**src/rtl/wrap_event_timer_pkg.sv**
```systemverilog
// Shared types and constants for the wrap-around event timer.
package wrap_event_timer_pkg;

  localparam int unsigned W_DEFAULT = 8;

  typedef enum logic {
    IDLE = 1'b0,
    RUN  = 1'b1
  } state_t;

endpackage

```
**src/rtl/wrap_event_timer.sv**
```systemverilog
// Counts upstream terminal-count ticks and raises a level irq every `period`
// ticks, in periodic or one-shot mode, with a sticky overrun flag.
module wrap_event_timer
  import wrap_event_timer_pkg::*;
#(
  parameter int unsigned W = W_DEFAULT
) (
  input  logic         clk,
  input  logic         rstn,
  input  logic         tick,
  input  logic         start,
  input  logic         stop,
  input  logic         oneshot,
  input  logic [W-1:0] period,
  input  logic         irq_ack,
  output logic         busy,
  output logic         irq,
  output logic         overrun,
  output logic [W-1:0] event_cnt
);

  state_t       state_q, state_d;
  logic [W-1:0] cnt_q, cnt_d;
  logic [W-1:0] per_q, per_d;
  logic         os_q, os_d;
  logic         irq_q, irq_d;
  logic         ovr_q, ovr_d;

  logic         start_ok;
  logic         expire;

  assign start_ok = start && !stop && (period != W'(0));
  assign expire   = (state_q == RUN) && tick && (cnt_q == W'(per_q - W'(1)));

  // State and datapath registers
  always_ff @(posedge clk or negedge rstn) begin
    if (!rstn) begin
      state_q <= IDLE;
      cnt_q   <= '0;
      per_q   <= '0;
      os_q    <= 1'b0;
      irq_q   <= 1'b0;
      ovr_q   <= 1'b0;
    end else begin
      state_q <= state_d;
      cnt_q   <= cnt_d;
      per_q   <= per_d;
      os_q    <= os_d;
      irq_q   <= irq_d;
      ovr_q   <= ovr_d;
    end
  end

  // Next-state and datapath update; stop beats start, start beats tick
  always_comb begin
    state_d = state_q;
    cnt_d   = cnt_q;
    per_d   = per_q;
    os_d    = os_q;
    irq_d   = irq_q && !irq_ack;
    ovr_d   = ovr_q;

    if (stop) begin
      state_d = IDLE;
      cnt_d   = '0;
    end else if (start_ok) begin
      state_d = RUN;
      cnt_d   = '0;
      per_d   = period;
      os_d    = oneshot;
      ovr_d   = 1'b0;
    end else if (state_q == RUN && tick) begin
      if (expire) begin
        cnt_d = '0;
        irq_d = 1'b1;
        if (irq_q && !irq_ack) begin
          ovr_d = 1'b1;
        end
        if (os_q) begin
          state_d = IDLE;
        end
      end else begin
        cnt_d = W'(cnt_q + W'(1));
      end
    end
  end

  assign busy      = (state_q == RUN);
  assign irq       = irq_q;
  assign overrun   = ovr_q;
  assign event_cnt = cnt_q;

endmodule

```
**config.mk**
```make
export PLATFORM = sky130hd
export DESIGN_NAME = wrap_event_timer
export DESIGN_NICKNAME = d
export VERILOG_FILES = /design/src/rtl/wrap_event_timer_pkg.sv /design/src/rtl/wrap_event_timer.sv
export SDC_FILE = /design/constraint.sdc
export NUM_CORES = 1
export LEC_CHECK = 0
export ABC_AREA = 1
export CORE_MARGIN = 1
export CORE_UTILIZATION = 35
export CTS_CLUSTER_DIAMETER = 100
export DETAILED_ROUTE_END_ITERATION = 10
export PLACE_DENSITY = 0.61
export SYNTH_ARGS = -nofsm -noshare
export SYNTH_HDL_FRONTEND = slang
export SYNTH_SLANG_ARGS = --single-unit
```
**constraint.sdc**
```tcl
create_clock -name clk -period 3 [get_ports clk]
set_input_delay 0.9 -clock clk [delete_from_list [all_inputs] [get_ports clk]]
set_output_delay 0.9 -clock clk [all_outputs]
set_load 0.01 [all_outputs]
```
==> metrics.md, run 1 <==
| Metric | Value |
|---|---|
| Status | completed |
| Area share of the largest cell type after synthesis | 0.359 |
| Setup violators final | 0 |
| Fin. max-slew vios | 0 |
| CP delay by family, top | buffers and inverters |
| Distinct cell type count after synthesis | 30 |
| Post-synth top area cell | dfrtp_1 |
| Worst-margin pin slew | about 0.44 ns |
| Critical path arrival | between 1 and 1.5 ns |
| Setup crit end kind | primary output |
| Top Ports | 26 |
| Delay of the slowest cell on the worst path | 0.58 ns |
| Clock Skew | 0.000839 ns |
| Sequential Power Share | 0.412 |
| FF+latch area | between 500 and 600 um2 |
| Vias | 1232 |
| WP data required | 2.10 ns |
| Mapped Cells | between 150 and 200 |
| Syn avg cell area | 7.37 um2 |
| FILL cells | approximately 400 |
| Routed WL | about 3 mm |
| Util after Layout | 0.470 |
| CTS tree | yes |
| Sw frac | 0.339 |
| Antenna Nets Post-Route | 0 |
| Setup TNS | 0 ns |
| DR iter-0 viols | around 70 |
| Seq cells post-synth | 20 |
| Synth area leaders | dfrtp_1, nand2_1, inv_1, nor2_1, nand3_1 |
| Hold WC Path Type | register to register |
| Cell chain of the critical path | clkdlybuf4s50_1 |
| Most frequent cells in the layout | nand2_1, inv_1, clkdlybuf4s50_1 |
| Hold buffer count at CTS | 0 |
| Vias per Instance | approximately 4.6 |
| # nets final | between 200 and 250 |
| Cell Pwr Density | between 400 and 500 nW/um2 |
| P_int | 0.516 mW |
| H-tree Lvls | 1 |
| Setup Fix Bufs, Post-CTS | 0 |
| Worst-path cell with the longest stage delay | clkdlybuf4s50_1 |
| Die Area | roughly 4200 um2 |
| Comb power frac | 0.318 |
| Chip height | 65.1 um |
| DRC | 0 |
| Ys flop type | dfrtp_1 |
| Layout cells sized above 1 | 0.147 |
| Clock slew at reported path FFs | about 0.07 ns |
| 1st-pass router iterations | 4 |
| Worst Setup Start Kind | register |
| Static Leakage | 0.841 nW |
| RSZ-0062 raised after global routing | false |
| CTS root buffer | clkbuf_8 |
| Largest net degree at the start of global routing | 21 |
| TritonCTS Sinks | 20 |
| Chip width | 65.1 um |
| Vias in the first global route | 1085 |
| # Max-Cap Violations | 0 |
| Multi-input gate area | 772 um2 |
| Seq/Total Area, Yosys | 0.359 |
| Fmax | ~0.45 GHz |
| Core ar. | 3740 um2 |
| Asr flop ratio synth | 1.00 |
| Gr usage total | 0.161 |
| VDD IR max | roughly 0.20 mV |
| Syn_nets | 206 |
| CTS buffer count | 3 |
| Hold Fails Final Rpt | 0 |
| WL/cell | between 10 and 15 um |
| Slew margin rel. | 0.705 |
| Clk Latency, worst-skew pair | about 0.26 ns |
| Minimum clock period | between 2 and 2.5 ns |
| Cts repair resizes | 0 |
| Site Rows | 22 |
| First-pass GRT wire length | between 5 and 6 mm |
| Sum of buffers and inverters on the critical path | 1 |
| Number of synthesized flops with an enable pin | 0 |
| Antenna diodes | 0 |
| Leading cell type in the layout, fill and taps excluded | nand2_1 |
| Port-buffer cells | 25 |
| Tcrit/Tclk final | 0.743 |
| Area Overhead vs Synth | 26.4% |
| Gr ovfl total | 0 |
| CTS Buffer Depth | 2 |
| Critical-path maximum fanout | 6 |
| Clk pwr share | 0.270 |
| Initial cell density of the core | 0.372 |
| Sw power | 0.264 mW |
| GPL Wtd Cong | between 0.7 and 0.8 |
| Crit path kind | register to primary output |
| Yosys warns | 0 |
| Tot Pwr | between 0.7 and 0.8 mW |
| Post-DP HPWL | between 2 and 2.5 mm |
| Synthesized area | around 1400 um2 |
| Cell area after layout | between 1500 and 2000 um2 |
| Placed inst area | 1710 um2 |
| Initial antenna violation count | 0 |
layer usage:
layer	share of wire	GRT usage	wire (um)
met5	0	0	0
met4	0.016	0.0652	48
met3	0.031	0.0211	93
met2	0.43	0.245	1280
met1	0.52	0.228	1550
layout make-up:
type,instances,share of cell area
Multi-Input combinational cell,138,0.439
Sequential cell,20,0.284
Tap cell,48,0.0341
Clock buffer,4,0.0313
Inverter,30,0.0654
Timing Repair Buffer,26,0.146
cell families after synthesis:
| kind of cell | Yosys count | synth area share |
|---|---|---|
| AND/OR/NAND/NOR | 108 | 0.386 |
| buffers and inverters | 31 | 0.0862 |
| flip-flops | 20 | 0.359 |
| AO/OA/AOI/OAI | 18 | 0.0764 |
| XOR/XNOR | 10 | 0.0737 |
| adder cells (fa/ha/maj) | 2 | 0.0180 |
per-stage QoR:
step / hold WS, ns / setup slack (ns) / cells
finish: 0.501 / 0.770 / 266
global route: 0.522 / 0.645 / 266
CTS: 0.507 / 0.769 / 266
detailed placement: 0.487 / 0.514 / 262
global placement: 0.485 / 0.546 / 262
floorplan: 0.463 / 1.17 / 189
cells in the mapped netlist, types with 3 or more instances:
library cell,count
nor2_1,17
inv_1,26
nand4_1,3
xor2_1,6
nand3_1,12
o21ai_2,3
o21ai_0,10
dfrtp_1,20
nand2_1,53
nor2_2,6
nand2_2,5
nand2_4,3
registers in the layout, summed over array words and instances, names as in the netlist:
signal / cells
overrun: 1
busy: 1
os_q: 1
per_q: 8
irq: 1
event_cnt: 8
worst paths after layout:
path | startpoint | endpoint | slack (ns) | depth (start not counted)
hold / removal | os_q | os_q | 0.50 | 2
setup reg to reg | per_q[0] | busy | 1.18 | 12
setup / recovery | event_cnt[2] | event_cnt[2] | 0.77 | 1
min in group asynchronous | rstn | per_q[7] | 0.97 | 2
max in group asynchronous | rstn | event_cnt[6] | 1.82 | 2
hold reg to reg | os_q | os_q | 0.50 | 2
power groups by stage:
stage | combinational [mW] | sequential (mW) | clock [mW]
floorplan | 0.171 | 0.326 | 0
global placement | 0.248 | 0.328 | 0
detailed placement | 0.250 | 0.327 | 0
CTS | 0.252 | 0.322 | 0.215
global route | 0.281 | 0.326 | 0.230
finish | 0.248 | 0.321 | 0.211
No activity file was read; power rests on OpenSTA's default activity.
==> run 2: changes to the inputs <==
==> constraint.sdc (replaced) <==
create_clock -name clk -period 2.3 [get_ports clk]
set_input_delay 0.69 -clock clk [delete_from_list [all_inputs] [get_ports clk]]
set_output_delay 0.69 -clock clk [all_outputs]
set_load 0.01 [all_outputs]
==> run 2 against run 1 <==
Compared with the run above:
- utilization down 0.17 points
- non-clock buffer count up 1
- sequential cell count unchanged
- register-to-register slack worse by 0.70 ns
- critical path type unchanged
- critical endpoint unchanged
- highest routed layer unchanged
==> metrics.md, run 2 (synthesized netlist as in run 1, its figures left out) <==
| Metric | Value |
|---|---|
| Status | completed |
| R2R cell count | 12 (unchanged) |
| Worst Setup Slack, final | 0.285 ns (-0.486 ns) |
| Static Leakage | 0.838 nW (-0.30%) |
| Non-filler instance count after layout | 266 (unchanged) |
| Minimum clock period | 2.02 ns |
| Sum of buffers and inverters on the critical path | 1 (unchanged) |
| Crit path kind | register to primary output |
| Core ar. | 3740 um2 (unchanged) |
| DR iter-0 viols | 32 (-53%) |
| CTS tree | yes |
| Initial cell density of the core | 0.372 (unchanged) |
| Leading cell type in the layout, fill and taps excluded | nand2_1 |
| Most frequent cells in the layout | nand2_1, inv_1, clkdlybuf4s50_1 |
| CTS Buffer Depth | 2 (unchanged) |
| Dpl ws | 0.0547 ns (-0.459 ns) |
| Fmax | 0.496 GHz |
| Routed WL | 2.90 mm (-2.5%) |
| Die Area | 4230 um2 (unchanged) |
| Clock slew at reported path FFs | 0.07 ns (about the same) |
| Critical-path maximum fanout | 6 (unchanged) |
| Chip height | 65.1 um (unchanged) |
| Crit Reg-Reg Startpoint | per_q[0] |
| Cell Pwr Density | 556 nW/um2 (+26%) |
| Tcrit/Tclk final | 0.876 |
| Largest net degree at the start of global routing | 21 (unchanged) |
| First-pass GRT wire length | 4.87 mm (-4.6%) |
| WP data required | 1.61 ns (-0.49 ns) |
| Clk Latency, worst-skew pair | 0.26 ns (about the same) |
| Hold depth | 2 (unchanged) |
| Vias in the first global route | 1122 (+3.4%) |
| Port-buffer cells | 25 (unchanged) |
| Hold Startpoint | os_q |
| Gr usage total | 0.154 (-0.00705) |
| Setup TNS | 0 ns (unchanged) |
| 1st-pass router iterations | 4 (unchanged) |
| Site Rows | 22 (unchanged) |
| # Max-Cap Violations | 0 (unchanged) |
| Gr ovfl total | 0 (unchanged) |
| WL/cell | 10.9 um (-2.5%) |
| VDD IR max | 0.346 mV (+69%) |
| Tot Pwr | 0.976 mW (+25%) |
| CP delay by family, top | buffers and inverters |
| Initial antenna violation count | 0 (unchanged) |
| Reg2reg end | busy |
| Vias per Instance | 4.51 (-2.6%) |
| Placed insts | 263 (+0.38%) |
| Hold WC Path Type | register to register |
| Worst Setup Start Kind | register |
| Vias | 1200 (-2.6%) |
| Worst R2R Setup Slack | 0.48 ns (-0.70 ns) |
| CTS root buffer | clkbuf_8 |
| Post-DP HPWL | 2.39 mm (-0.34%) |
| Cell chain of the critical path | clkdlybuf4s50_1 |
| Worst-path cell with the longest stage delay | clkdlybuf4s50_1 |
| Antenna diodes | 0 (unchanged) |
| Layout cells sized above 1 | 0.147 (unchanged) |
| # nets final | 237 (+0.42%) |
| Hold buffer count at CTS | 0 (unchanged) |
| Critical path arrival | 1.33 ns (about the same) |
| DRC | 0 (unchanged) |
| Setup crit end kind | primary output |
| Worst-margin pin slew | 0.399 ns (-0.0367 ns) |
| Top Ports | 26 (unchanged) |
| Clock Skew | 0.00242 ns (+0.00158 ns) |
| Fin. max-slew vios | 0 (unchanged) |
| TritonCTS Sinks | 20 (unchanged) |
| Worst Hold End | os_q |
| Chip width | 65.1 um (unchanged) |
| Delay of the slowest cell on the worst path | 0.59 ns (about the same) |
| RSZ-0062 raised after global routing | false |
| Antenna Nets Post-Route | 0 (unchanged) |
| Setup violators final | 0 (unchanged) |
| H-tree Lvls | 1 (unchanged) |
| Setup Fix Bufs, Post-CTS | 0 (unchanged) |
| GPL Wtd Cong | 0.763 (-0.65%) |
| Hold Fails Final Rpt | 0 (unchanged) |
| Slew margin rel. | 0.734 (+0.0283) |
| Cts repair resizes | 0 (unchanged) |
| CTS buffer count | 3 (unchanged) |
| Area Overhead vs Synth | 26.0% |
[run 2: cell types whose count changed in the layout (fill, tap and decap cells not counted), sizes merged]
cell / change
clkbuf: -1
buf: +1
[run 2: worst max-delay path by stage]
stage                            start      endpoint  slack [ns]  cells past startpoint
after floorplan               per_q[0]          busy        0.65                     12
after CTS                 event_cnt[6]  event_cnt[6]        0.29                      1
after detailed placement     period[5]  event_cnt[5]        0.05                      9
after global routing         period[3]  event_cnt[6]        0.18                     10
after global placement       period[6]  event_cnt[5]        0.06                      9
final                     event_cnt[2]  event_cnt[2]        0.28                      1
[run 2: per-layer routing]
metal / track usage / up-vias / routed length, um
met1: 0.207 / 528 / 1530
met3: 0.0211 / 5 / 76
li1: - / 648 / -
met4: 0.0571 / 0 / 44
met5: 0 / - / 0
met2: 0.249 / 19 / 1250
[run 2: layout make-up]
class | instances | area (um2)
Fill cell | 396 | 1990
Tap cell | 48 | 60.1
Inverter | 30 | 115
Multi-Input combinational cell | 138 | 772
Sequential cell | 20 | 500
Clock buffer | 3 | 41.3
Timing Repair Buffer | 27 | 265
[run 2: power by group]
part           switching [mW]  internal [mW]  leakage, nW
registers              0.0368          0.384        0.261
clock network           0.115          0.117       0.0216
logic                   0.186          0.137        0.555
total                   0.338          0.638        0.838
[run 2: worst min-delay path: stages, from the launching register on]
cell	delay, ns
dfrtp_1	0.32
nand2_1	0.08
nand2_1	0.07
[run 2: stage by stage]
stage / utilization / hold WS (ns) / instance area, um2
5_1_grt: 0.469 / 0.524 / 1750
4_1_cts: 0.469 / 0.502 / 1750
6_report: 0.469 / 0.494 / 1750
3_5_place_dp: 0.458 / 0.484 / 1710
3_3_place_gp: 0.458 / 0.486 / 1710
2_1_floorplan: - / 0.394 / 1390
==> run 3: changes to the inputs <==
==> constraint.sdc (replaced) <==
create_clock -name clk -period 2.5 [get_ports clk]
set_input_delay 0.75 -clock clk [delete_from_list [all_inputs] [get_ports clk]]
set_output_delay 0.75 -clock clk [all_outputs]
set_load 0.01 [all_outputs]
==> run 3 against run 2 <==
Compared with the run above:
- die area unchanged
- worst hold slack improved by 0.0072 ns
- utilization decreased by 0.20 points
- register-to-register slack improved by 0.20 ns
- sequential power decreased by 8.6%
- first-iteration DRC count increased by 53%
- combinational power decreased by 8.0%
- sequential cell count unchanged
- global-route usage increased by 1.0 points
- critical path depth unchanged
- clock skew decreased by 0.00052 ns
==> metrics.md, run 3 (synthesized netlist as in run 1, its figures left out) <==
| Metric | Value |
|---|---|
| Chip width | 65.1 um (unchanged) |
| Largest net degree at the start of global routing | 21 (unchanged) |
| Layout cells sized above 1 | 0.143 (-0.00393) |
| 1st-pass router iterations | 4 (unchanged) |
| Top Ports | 26 (unchanged) |
| Cts repair resizes | 0 (unchanged) |
| Gr usage total | 0.164 (+0.0100) |
| Delay of the slowest cell on the worst path | 0.58 ns (about the same) |
| Worst-path cell with the longest stage delay | clkdlybuf4s50_1 |
| Tcrit/Tclk final | 0.829 |
| TritonCTS Sinks | 20 (unchanged) |
| Cell Pwr Density | 513 nW/um2 (-7.8%) |
| Initial antenna violation count | 0 (unchanged) |
| # Max-Cap Violations | 0 (unchanged) |
| RSZ-0062 raised after global routing | false |
| Placed insts | 262 (-0.38%) |
| Setup TNS | 0 ns (unchanged) |
| Worst-margin pin slew | 0.424 ns (+0.0248 ns) |
| Hold Startpoint | os_q |
| R2R cell count | 10 (-2) |
| Leading cell type in the layout, fill and taps excluded | nand2_1 |
| CP delay by family, top | buffers and inverters |
| Worst setup endpoint | event_cnt[2] |
| Crit Reg-Reg Startpoint | per_q[0] |
| H-tree Lvls | 1 (unchanged) |
| Die Area | 4230 um2 (unchanged) |
| CTS Buffer Depth | 2 (unchanged) |
| Gr ovfl total | 0 (unchanged) |
| FF+latch area | 500 um2 (unchanged) |
| Beginning of the critical path | event_cnt[2] |
| First-pass GRT wire length | 5.24 mm (+7.7%) |
| Chip height | 65.1 um (unchanged) |
| Cell area after layout | 1750 um2 (-0.43%) |
| Critical path arrival | 1.32 ns (about the same) |
| FILL cells | 392 (-1.0%) |
| Sum of buffers and inverters on the critical path | 1 (unchanged) |
| Placed inst area | 1710 um2 (-0.44%) |
| Minimum clock period | a little over 2 ns |
| Core ar. | 3740 um2 (unchanged) |
| Setup Fix Bufs, Post-CTS | 0 (unchanged) |
| CTS tree | yes |
| Vias | 1209 (+0.75%) |
| Antenna diodes | 0 (unchanged) |
| Site Rows | 22 (unchanged) |
| Status | completed |
| Routed WL | 2.96 mm (+2.1%) |
| Hold buffer count at CTS | 0 (unchanged) |
| CTS buffer count | 3 (unchanged) |
| Worst Setup Start Kind | register |
| Clock slew at reported path FFs | 0.07 ns (about the same) |
| Area Overhead vs Synth | 25.4% |
| Reg2reg end | busy |
| Worst R2R Setup Slack | 0.68 ns (+0.20 ns) |
| GPL Wtd Cong | 0.773 (+1.3%) |
| Crit path kind | register to primary output |
| Setup crit end kind | primary output |
| Fmax | 0.483 GHz |
| Slew margin rel. | 0.713 (-0.0202) |
| # nets final | 236 (-0.42%) |
| Non-filler instance count after layout | 265 (-0.38%) |
| Static Leakage | 0.833 nW (-0.55%) |
| Fin. max-slew vios | 0 (unchanged) |
| Clk Latency, worst-skew pair | 0.26 ns (about the same) |
| Clock Skew | 0.00189 ns (-0.000523 ns) |
| Hold Fails Final Rpt | 0 (unchanged) |
| CTS root buffer | clkbuf_8 |
| DRC | 0 (unchanged) |
| Multi-input gate area | 772 um2 (unchanged) |
| DR iter-0 viols | 49 (+53%) |
| Worst path depth | 1 (unchanged) |
| Port-buffer cells | 25 (unchanged) |
| Cell chain of the critical path | clkdlybuf4s50_1 |
| Hold WC Path Type | register to register |
| Setup violators final | 0 (unchanged) |
| VDD IR max | 0.301 mV (-13%) |
| WP data required | 1.75 ns (+0.14 ns) |
| Critical-path maximum fanout | 6 (unchanged) |
| Most frequent cells in the layout | nand2_1, inv_1, clkdlybuf4s50_1 |
| Vias in the first global route | 1097 (-2.2%) |
| Vias per Instance | 4.56 (+1.1%) |
| WL/cell | 11.2 um (+2.5%) |
| Initial cell density of the core | 0.372 (unchanged) |
| Antenna Nets Post-Route | 0 (unchanged) |
| Post-DP HPWL | 2.40 mm (+0.63%) |
## run 3: layout make-up
cell class | count | share of cell area
clock buffer | 3 | 0.0236
multi-input combinational | 138 | 0.442
inverter | 30 | 0.0659
timing repair buffer | 26 | 0.148
tap | 48 | 0.0344
sequential | 20 | 0.287
## run 3: through the flow
stage	util	total power, mW	hold slack (ns)	worst slack [ns]
final	0.467	0.895	0.501	0.429
after global routing	0.467	0.963	0.532	0.302
after CTS	0.467	0.904	0.503	0.421
after detailed placement	0.456	0.692	0.486	0.155
after global placement	0.456	0.691	0.486	0.199
after floorplan	-	0.597	0.454	0.815
## run 3: worst min-delay path by stage
stage / depth (start not counted) / end / slack, ns
2_1_floorplan: 0 / busy / 0.45
3_3_place_gp: 2 / os_q / 0.49
3_5_place_dp: 2 / os_q / 0.49
4_1_cts: 2 / os_q / 0.50
5_1_grt: 2 / os_q / 0.53
6_report: 2 / os_q / 0.50
## run 3: layer usage
metal	GRT usage	vias up	wire length (um)
li1	-	647	-
met3	0.0264	4	87
met2	0.247	24	1240
met5	0	-	0
met1	0.241	534	1600
met4	0.0408	0	27
## run 3: where the power goes
| part | switching (mW) | internal, mW | total, mW |
|---|---|---|---|
| sequential | 0.0322 | 0.353 | 0.385 |
| clock | 0.105 | 0.107 | 0.212 |
| combinational | 0.173 | 0.125 | 0.298 |
| total | 0.309 | 0.586 | 0.895 |
## run 3: worst min-delay path: cells and delay by family (launching register included)
kind	cells	cell delay [ns]
simple gates	2	0.15
flops	1	0.32
